`config.mk`:
```
export PLATFORM = sky130hd
export DESIGN_NAME = prog_mem_responder_flat
export DESIGN_NICKNAME = d
export VERILOG_FILES = /design/src/rtl/prog_mem_responder_pkg.sv /design/src/rtl/prog_mem_responder_if.sv /design/src/rtl/prog_mem_responder_arbiter.sv /design/src/rtl/prog_mem_responder.sv /design/src/flat_wrapper.sv
export SDC_FILE = /design/constraint.sdc
export NUM_CORES = 2
export LEC_CHECK = 0
export CAP_MARGIN = 5
export CORE_MARGIN = 2
export CORE_UTILIZATION = 54
export CTS_CLUSTER_DIAMETER = 100
export DETAILED_ROUTE_END_ITERATION = 6
export PLACE_DENSITY = 0.7
export SYNTH_ARGS = -nofsm -noshare
export SYNTH_HDL_FRONTEND = slang
export SYNTH_HIERARCHICAL = 1
export SYNTH_SLANG_ARGS = --single-unit
```
`constraint.sdc`:
```
create_clock -name clk -period 3.8 [get_ports clk]
set_input_delay 0.57 -clock clk [delete_from_list [all_inputs] [get_ports clk]]
set_output_delay 0.57 -clock clk [all_outputs]
set_load 0.02 [all_outputs]
```
`src/rtl/prog_mem_responder_pkg.sv`:
```
// Shared state encoding and default parameters for the
// program-memory responder and its round-robin arbiter.
package prog_mem_pkg;

    localparam int DEF_NUM_CONSUMERS = 4;
    localparam int DEF_ADDR_BITS     = 8;
    localparam int DEF_DATA_BITS     = 16;
    localparam int DEF_DEPTH         = 256;
    localparam int DEF_READ_LATENCY  = 2;

    typedef enum logic [1:0] {
        IDLE,
        WAIT,
        RESPOND
    } state_t;

endpackage

```
`src/rtl/prog_mem_responder_if.sv`:
```
// Fetcher read channels plus the host program-load port.
// master = fetchers/host side, slave = responder side.
interface prog_mem_responder_if
    import prog_mem_pkg::*;
#(
    parameter int NUM_CONSUMERS = DEF_NUM_CONSUMERS,
    parameter int ADDR_BITS     = DEF_ADDR_BITS,
    parameter int DATA_BITS     = DEF_DATA_BITS
) ();

    logic [NUM_CONSUMERS-1:0]           consumer_read_valid;
    logic [NUM_CONSUMERS*ADDR_BITS-1:0] consumer_read_address;
    logic [NUM_CONSUMERS-1:0]           consumer_read_ready;
    logic [NUM_CONSUMERS*DATA_BITS-1:0] consumer_read_data;
    logic                               load_valid;
    logic [ADDR_BITS-1:0]               load_address;
    logic [DATA_BITS-1:0]               load_data;

    modport master (
        output consumer_read_valid,
        output consumer_read_address,
        input  consumer_read_ready,
        input  consumer_read_data,
        output load_valid,
        output load_address,
        output load_data
    );

    modport slave (
        input  consumer_read_valid,
        input  consumer_read_address,
        output consumer_read_ready,
        output consumer_read_data,
        input  load_valid,
        input  load_address,
        input  load_data
    );

endinterface

```
`src/rtl/prog_mem_responder_arbiter.sv`:
```
// Round-robin arbiter: first unmasked request at or after
// pointer wins; returns one-hot grant and its index.
module rr_arbiter #(
    parameter int N        = 4,
    parameter int PTR_BITS = 2
) (
    input  logic [N-1:0]        request,
    input  logic [N-1:0]        mask,
    input  logic [PTR_BITS-1:0] pointer,
    output logic [N-1:0]        grant,
    output logic [PTR_BITS-1:0] grant_index,
    output logic                grant_valid
);

    localparam logic [PTR_BITS:0] N_LIM = (PTR_BITS + 1)'(N);

    logic [N-1:0]      eligible;
    logic [N-1:0]      rotated;
    logic [PTR_BITS:0] sum;

    assign eligible = request & ~mask;
    assign rotated  = N'({eligible, eligible} >> pointer);

    always_comb begin
        grant       = '0;
        grant_index = '0;
        grant_valid = 1'b0;
        sum         = '0;
        for (int i = 0; i < N; i++) begin
            if (!grant_valid && rotated[i]) begin
                grant_valid = 1'b1;
                sum = {1'b0, pointer} + (PTR_BITS + 1)'(i);
                if (sum >= N_LIM) sum = sum - N_LIM;
                grant_index = sum[PTR_BITS-1:0];
            end
        end
        if (grant_valid) grant[grant_index] = 1'b1;
    end

endmodule

```
`src/rtl/prog_mem_responder.sv`:
```
// Shared program memory serving N fetchers one read at a time.
// Define PROG_MEM_OOR_CHECK_EN to zero-fill and flag reads >= DEPTH.
module prog_mem_responder
    import prog_mem_pkg::*;
#(
    parameter int NUM_CONSUMERS = DEF_NUM_CONSUMERS,
    parameter int ADDR_BITS     = DEF_ADDR_BITS,
    parameter int DATA_BITS     = DEF_DATA_BITS,
    parameter int DEPTH         = DEF_DEPTH,
    parameter int READ_LATENCY  = DEF_READ_LATENCY
) (
    input  logic                 clk,
    input  logic                 reset,
    prog_mem_responder_if.slave  bus,
    output logic                 busy,
    output logic                 oor_error
);

    localparam int PTR_BITS = NUM_CONSUMERS > 1 ? $clog2(NUM_CONSUMERS) : 1;
    localparam int IDX_BITS = DEPTH > 1 ? $clog2(DEPTH) : 1;
    localparam int CNT_BITS = READ_LATENCY > 1 ? $clog2(READ_LATENCY) : 1;

    localparam logic [CNT_BITS-1:0]  CNT_INIT  = CNT_BITS'(READ_LATENCY - 1);
    localparam logic [ADDR_BITS:0]   DEPTH_LIM = (ADDR_BITS + 1)'(DEPTH);
    localparam logic [PTR_BITS-1:0]  LAST      = PTR_BITS'(NUM_CONSUMERS - 1);

    state_t                             state;
    logic [PTR_BITS-1:0]                rr_ptr;
    logic [PTR_BITS-1:0]                gnt_idx;
    logic [NUM_CONSUMERS-1:0]           gnt_oh;
    logic [NUM_CONSUMERS-1:0]           mask_q;
    logic [NUM_CONSUMERS-1:0]           ready_q;
    logic [CNT_BITS-1:0]                cnt;
    logic [IDX_BITS-1:0]                addr_q;
    logic [NUM_CONSUMERS*DATA_BITS-1:0] data_q;

    logic [PTR_BITS-1:0]      arb_idx;
    logic [NUM_CONSUMERS-1:0] arb_grant;
    logic                     arb_valid;

    logic [DATA_BITS-1:0] mem [DEPTH];

`ifdef PROG_MEM_OOR_CHECK_EN
    logic [ADDR_BITS-1:0] req_addr;
    logic                 oor_q;
    logic                 oor_err_q;
    assign req_addr  = bus.consumer_read_address[arb_idx*ADDR_BITS +: ADDR_BITS];
    assign oor_error = oor_err_q;
`else
    logic [IDX_BITS-1:0] req_addr;
    assign req_addr  = bus.consumer_read_address[arb_idx*ADDR_BITS +: IDX_BITS];
    assign oor_error = 1'b0;
`endif

    rr_arbiter #(
        .N        (NUM_CONSUMERS),
        .PTR_BITS (PTR_BITS)
    ) u_arb (
        .request     (bus.consumer_read_valid),
        .mask        (mask_q),
        .pointer     (rr_ptr),
        .grant       (arb_grant),
        .grant_index (arb_idx),
        .grant_valid (arb_valid)
    );

    // Array is never reset; out-of-range loads are dropped.
    always_ff @(posedge clk) begin
        if (bus.load_valid && ({1'b0, bus.load_address} < DEPTH_LIM))
            mem[bus.load_address[IDX_BITS-1:0]] <= bus.load_data;
    end

    always_ff @(posedge clk or posedge reset) begin
        if (reset) begin
            state   <= IDLE;
            rr_ptr  <= '0;
            gnt_idx <= '0;
            gnt_oh  <= '0;
            mask_q  <= '0;
            ready_q <= '0;
            cnt     <= '0;
            addr_q  <= '0;
            data_q  <= '0;
`ifdef PROG_MEM_OOR_CHECK_EN
            oor_q     <= 1'b0;
            oor_err_q <= 1'b0;
`endif
        end else begin
            unique case (state)
                IDLE: begin
                    mask_q <= '0;
                    if (arb_valid) begin
                        gnt_idx <= arb_idx;
                        gnt_oh  <= arb_grant;
                        addr_q  <= req_addr[IDX_BITS-1:0];
                        cnt     <= CNT_INIT;
                        state   <= WAIT;
`ifdef PROG_MEM_OOR_CHECK_EN
                        oor_q   <= ({1'b0, req_addr} >= DEPTH_LIM);
`endif
                    end
                end
                WAIT: begin
                    if (cnt != '0) begin
                        cnt <= cnt - 1'b1;
                    end else begin
                        ready_q <= gnt_oh;
                        state   <= RESPOND;
`ifdef PROG_MEM_OOR_CHECK_EN
                        data_q[gnt_idx*DATA_BITS +: DATA_BITS] <=
                            oor_q ? '0 : mem[addr_q];
                        oor_err_q <= oor_err_q | oor_q;
`else
                        data_q[gnt_idx*DATA_BITS +: DATA_BITS] <= mem[addr_q];
`endif
                    end
                end
                RESPOND: begin
                    // Skip the served channel for exactly one IDLE look.
                    ready_q <= '0;
                    mask_q  <= gnt_oh;
                    rr_ptr  <= (gnt_idx == LAST) ? '0 : gnt_idx + 1'b1;
                    state   <= IDLE;
                end
                default: state <= IDLE;
            endcase
        end
    end

    assign busy                    = (state != IDLE);
    assign bus.consumer_read_ready = ready_q;
    assign bus.consumer_read_data  = data_q;

endmodule

```
`src/flat_wrapper.sv`:
```
// flat-port wrapper written by rule: the top's interface ports become plain ports
module prog_mem_responder_flat import prog_mem_pkg::*;
#(
    parameter int NUM_CONSUMERS = DEF_NUM_CONSUMERS,
    parameter int ADDR_BITS     = DEF_ADDR_BITS,
    parameter int DATA_BITS     = DEF_DATA_BITS,
    parameter int DEPTH         = DEF_DEPTH,
    parameter int READ_LATENCY  = DEF_READ_LATENCY
)
  (clk, reset, busy, oor_error, bus_consumer_read_valid, bus_consumer_read_address, bus_consumer_read_ready, bus_consumer_read_data, bus_load_valid, bus_load_address, bus_load_data);
  prog_mem_responder_if #(.NUM_CONSUMERS(NUM_CONSUMERS), .ADDR_BITS(ADDR_BITS), .DATA_BITS(DATA_BITS)) bus_i ();
  input  logic clk;
  input  logic reset;
  output logic busy;
  output logic oor_error;
  input wire logic [$bits(bus_i.consumer_read_valid)-1:0] bus_consumer_read_valid;
  input wire logic [$bits(bus_i.consumer_read_address)-1:0] bus_consumer_read_address;
  output wire logic [$bits(bus_i.consumer_read_ready)-1:0] bus_consumer_read_ready;
  output wire logic [$bits(bus_i.consumer_read_data)-1:0] bus_consumer_read_data;
  input wire logic [$bits(bus_i.load_valid)-1:0] bus_load_valid;
  input wire logic [$bits(bus_i.load_address)-1:0] bus_load_address;
  input wire logic [$bits(bus_i.load_data)-1:0] bus_load_data;
  assign bus_i.consumer_read_valid = bus_consumer_read_valid;
  assign bus_i.consumer_read_address = bus_consumer_read_address;
  assign bus_consumer_read_ready = bus_i.consumer_read_ready;
  assign bus_consumer_read_data = bus_i.consumer_read_data;
  assign bus_i.load_valid = bus_load_valid;
  assign bus_i.load_address = bus_load_address;
  assign bus_i.load_data = bus_load_data;
  prog_mem_responder #(.NUM_CONSUMERS(NUM_CONSUMERS), .ADDR_BITS(ADDR_BITS), .DATA_BITS(DATA_BITS), .DEPTH(DEPTH), .READ_LATENCY(READ_LATENCY)) u_core (.clk(clk), .reset(reset), .bus(bus_i), .busy(busy), .oor_error(oor_error));
endmodule
```
==> metrics.md <==
| Metric | Value |
|---|---|
| DP Cell Count | `roughly 12000` |
| Netlist cell types | `84` |
| RSZ-0062 raised after global routing | `true` |
| Violated checks | `design-rule violations, negative setup slack` |
| Core area | `roughly 300000 um2` |
| Critical Path Sink Type | `flip-flop` |
| Hold path cells | `1` |
| CTS tree | `yes` |
| Clock skew | `0.0751 ns` |
| Gr usage total | `0.304` |
| Total CTS buffers | `413` |
| Post-synth EDFFs | `4096` |
| Global route overflow | `0` |
| Hold path startpoint | `bus_load_data[9]` |
| Slew HR | `0.206` |
| Starting Density | `0.542` |
| # fillers | `about 20000` |
| Sequential share of the synthesized area | `0.773` |
| Clock Latency Late Sink | `0.98 ns` |
| Vias in the first global route | `around 84000` |
| TNS Setup | `-0.279 ns` |
| Router iterations before antenna repair | `7` |
| Die Y | `552 um` |
| First-pass GRT wire length | `roughly 650 mm` |
| Class of the worst hold path | `primary input to flip-flop` |
| Tcrit/Tclk final | `1.02` |
| Detail Route Antenna Nets | `0` |
| Worst-path clk slew | `about 0.060 ns` |
| Switching share of power | `0.321` |
| Post-route setup slack | `-0.0616 ns` |
| Largest net degree at the start of global routing | `around 120` |
| Synth top area share | `0.759` |
| CP Cell Sequence | `buf_16, buf_4, mux4_2, mux4_2, nor2_1, a31oi_1, a32oi_4, buf_4, o31ai_1` |
| Hold Path End | `u_core/mem[202][9]` |
| Post-Place Setup Slack | `-0.506 ns` |
| H-tree Lvls | `5` |
| I/O pins | `roughly 130` |
| Ratio of cells with drive above 1 in the final layout | `0.296` |
| Most frequent cells in the layout | `4096 x edfxtp_1, 933 x mux4_2, 609 x buf_4` |
| Cell internal pwr | `0.0920 W` |
| Clock sink count | `between 4000 and 5000` |
| Max capacitance violation total | `0` |
| Fin cells | `roughly 13000` |
| Final Slew Violations | `0` |
| Worst Max-Slew Pin Slew | `~1.2 ns` |
| CTS Root Cell | `clkbuf_16` |
| Max Clk Rate | `between 200 and 300 MHz` |
| CP max-delay cell | `mux4_2` |
| Most common cell after layout, fill and taps aside | `edfxtp_1` |
| Buf/Inv on CP | `3` |
| Status | `finished, violations left` |
| Initial antenna violation count | `28` |
| PwrDens | `a little over 700 nW/um2` |
| Drt drc | `2` |
| Final critical-path required period | `just under 4 ns` |
| LEAKAGE | `around 60 nW` |
| Fin nets | `roughly 8600` |
| Final Util | `0.631` |
| R2R cell count | `9` |
| Switch Pwr | `about 0.044 W` |
| Syn_nets | `roughly 7600` |
| Reg-to-reg critical path endpoint | `u_core/bus.consumer_read_data[11]` |
| CP Class | `flip-flop to flip-flop` |
| Placed cell area | `175000 um2` |
| Yosys Warn Count | `6` |
| Reg power frac | `0.382` |
| Routed Wire Length | `about 460 mm` |
| Final setup vio count | `7` |
| CTS Buffer Depth | `4` |
| Crit-path max FO | `24` |
| Clk pwr share | `0.301` |
| Area leader, netlist | `edfxtp_1` |
| Slowest stage delay, CP | `approximately 0.59 ns` |
| Final Cell Area | `189000 um2` |
| Die area | `just over 300000 um2` |
| Worst path arrival time | `between 4 and 5 ns` |
| Syn Inst Count | `between 7000 and 8000` |
| Mapped Avg Cell Area | `21.5 um2` |
| WP data required | `4.63 ns` |
| Worst r2r src | `u_core/addr_q[0]` |
| Area Growth Syn to Fin | `16.5%` |
| R2r setup slk | `-0.06 ns` |
| Max IR drop VDD | `approximately 0.00047 V` |
| CP delay by family, top | `multiplexers` |
| Cell Area, Synth | `between 150000 and 200000 um2` |
| Die width | `552 um` |
| Avg WL per Cell | `36.1 um` |
| Dpl hpwl | `288 mm` |
| Vias per inst | `6.72` |
| Row cnt | `201` |
| Async S/R FF share, synth | `0.0217` |
| Yosys reg bits | `~4200` |
| Synth Flop Type | `edfxtp_1` |
| Hold Vio Cnt, Final | `0` |
| Top post-synthesis cells by area | `edfxtp_1 76%, mux4_2 13%, mux2i_1 2.0%, dfrtp_1 1.4%, nor2_1 0.78%` |
| Port bufs | `131` |
| RePlAce Congestion | `about 0.9` |
| Logic pwr share | `0.317` |
| Iter 0 DRT Violations | `about 15000` |
| Vias after detailed routing | `around 86000` |
| Startpoint Class | `flip-flop` |
-- worst register-to-register path, cell delays in order, from the launching register on --
cell and delay, ns:
dfrtp_4 0.51, buf_16 0.28, buf_4 0.35, mux4_2 0.59, mux4_2 0.49, nor2_1 0.40, a31oi_1 0.19, a32oi_4 0.56
buf_4 0.27, o31ai_1 0.09
-- power groups by stage --
stage / sequential (W) / combinational [W] / clock [W]
after detailed placement: 0.0528 / 0.0415 / 0
final: 0.0518 / 0.0430 / 0.0407
after global routing: 0.0518 / 0.0441 / 0.0428
after floorplan: 0.0528 / 0.0235 / 0
after global placement: 0.0528 / 0.0412 / 0
after CTS: 0.0518 / 0.0421 / 0.0410
-- cells in the mapped netlist (all sizes together), types with 91 or more instances --
cell and number:
edfxtp 4096, clkbuf 145, nand2 239, mux2i 321, o22ai 97, a21oi 126
nor2 339, dfrtp 91, mux4 933, buf 290, o21ai 116, a22oi 134
-- worst max-delay path by stage --
stage	start	endpoint	slack (ns)	depth (start not counted)
floorplan	reset	u_core/addr_q[0]	0.87	1
global placement	u_core/addr_q[4]	u_core/bus.consumer_read_data[3]	-0.95	10
detailed placement	u_core/addr_q[0]	u_core/bus.consumer_read_data[43]	-0.51	10
CTS	u_core/addr_q[0]	u_core/bus.consumer_read_data[48]	0.00005	13
global route	u_core/addr_q[0]	u_core/bus.consumer_read_data[62]	-0.03	11
finish	u_core/addr_q[0]	u_core/bus.consumer_read_data[11]	-0.06	9
-- metal layers --
metal | GRT usage | wire length, um | vias to the layer above
met4 | 0.138 | 24700 | 12
li1 | - | - | 33500
met5 | 0 | 90 | -
met2 | 0.461 | 213000 | 6262
met1 | 0.426 | 165000 | 45200
met3 | 0.0686 | 59000 | 1027
-- cell families after synthesis --
kind of cell,Yosys count,share of synthesized area
flops,4187,0.773
mux,1323,0.154
simple gates,809,0.0221
compound gates,759,0.0322
buf+inv,450,0.0180
fa+ha+maj,6,0.000463
other cells,1,0.0000231
-- what timing repair did --
item | in CTS | in global routing
resized for setup | 22 | 36
hold buffers | 0 | 0
setup buffers | 4 | 0
endpoints found under the setup margin | 36 | 43
hold endpoints to repair | 0 | 0
pin swaps | 1 | 4
cloned | 0 | 2
-- flip-flops by register name, summed over array words and instances (netlist names) --
name / count
u_core/state: 2
u_core/rr_ptr: 2
u_core/bus.consumer_read_ready: 4
u_core/bus.consumer_read_data: 64
u_core/addr_q: 8
u_core/gnt_idx: 2
u_core/gnt_oh: 4
u_core/mask_q: 4
u_core/mem: 4096
u_core/cnt: 1
-- metrics by stage --
stage	hold slack (ns)	total power, W
after global routing	0.0999	0.139
after CTS	0.0611	0.135
after detailed placement	0.476	0.0943
after floorplan	0.484	0.0763
after global placement	0.470	0.0940
final	0.101	0.136
-- cell type report --
class,count,area (um2),area share
Sequential cell,4187,125000,0.664
Multi-Input combinational cell,2898,34400,0.182
Clock buffer,512,10900,0.0579
Timing Repair Buffer,968,10500,0.0558
Tap cell,3958,4950,0.0262
Clock inverter,252,2590,0.0137
Inverter,15,66.3,0.000351
Antenna cell,11,27.5,0.000146
Note: power is estimated with default switching activity, not from simulation.
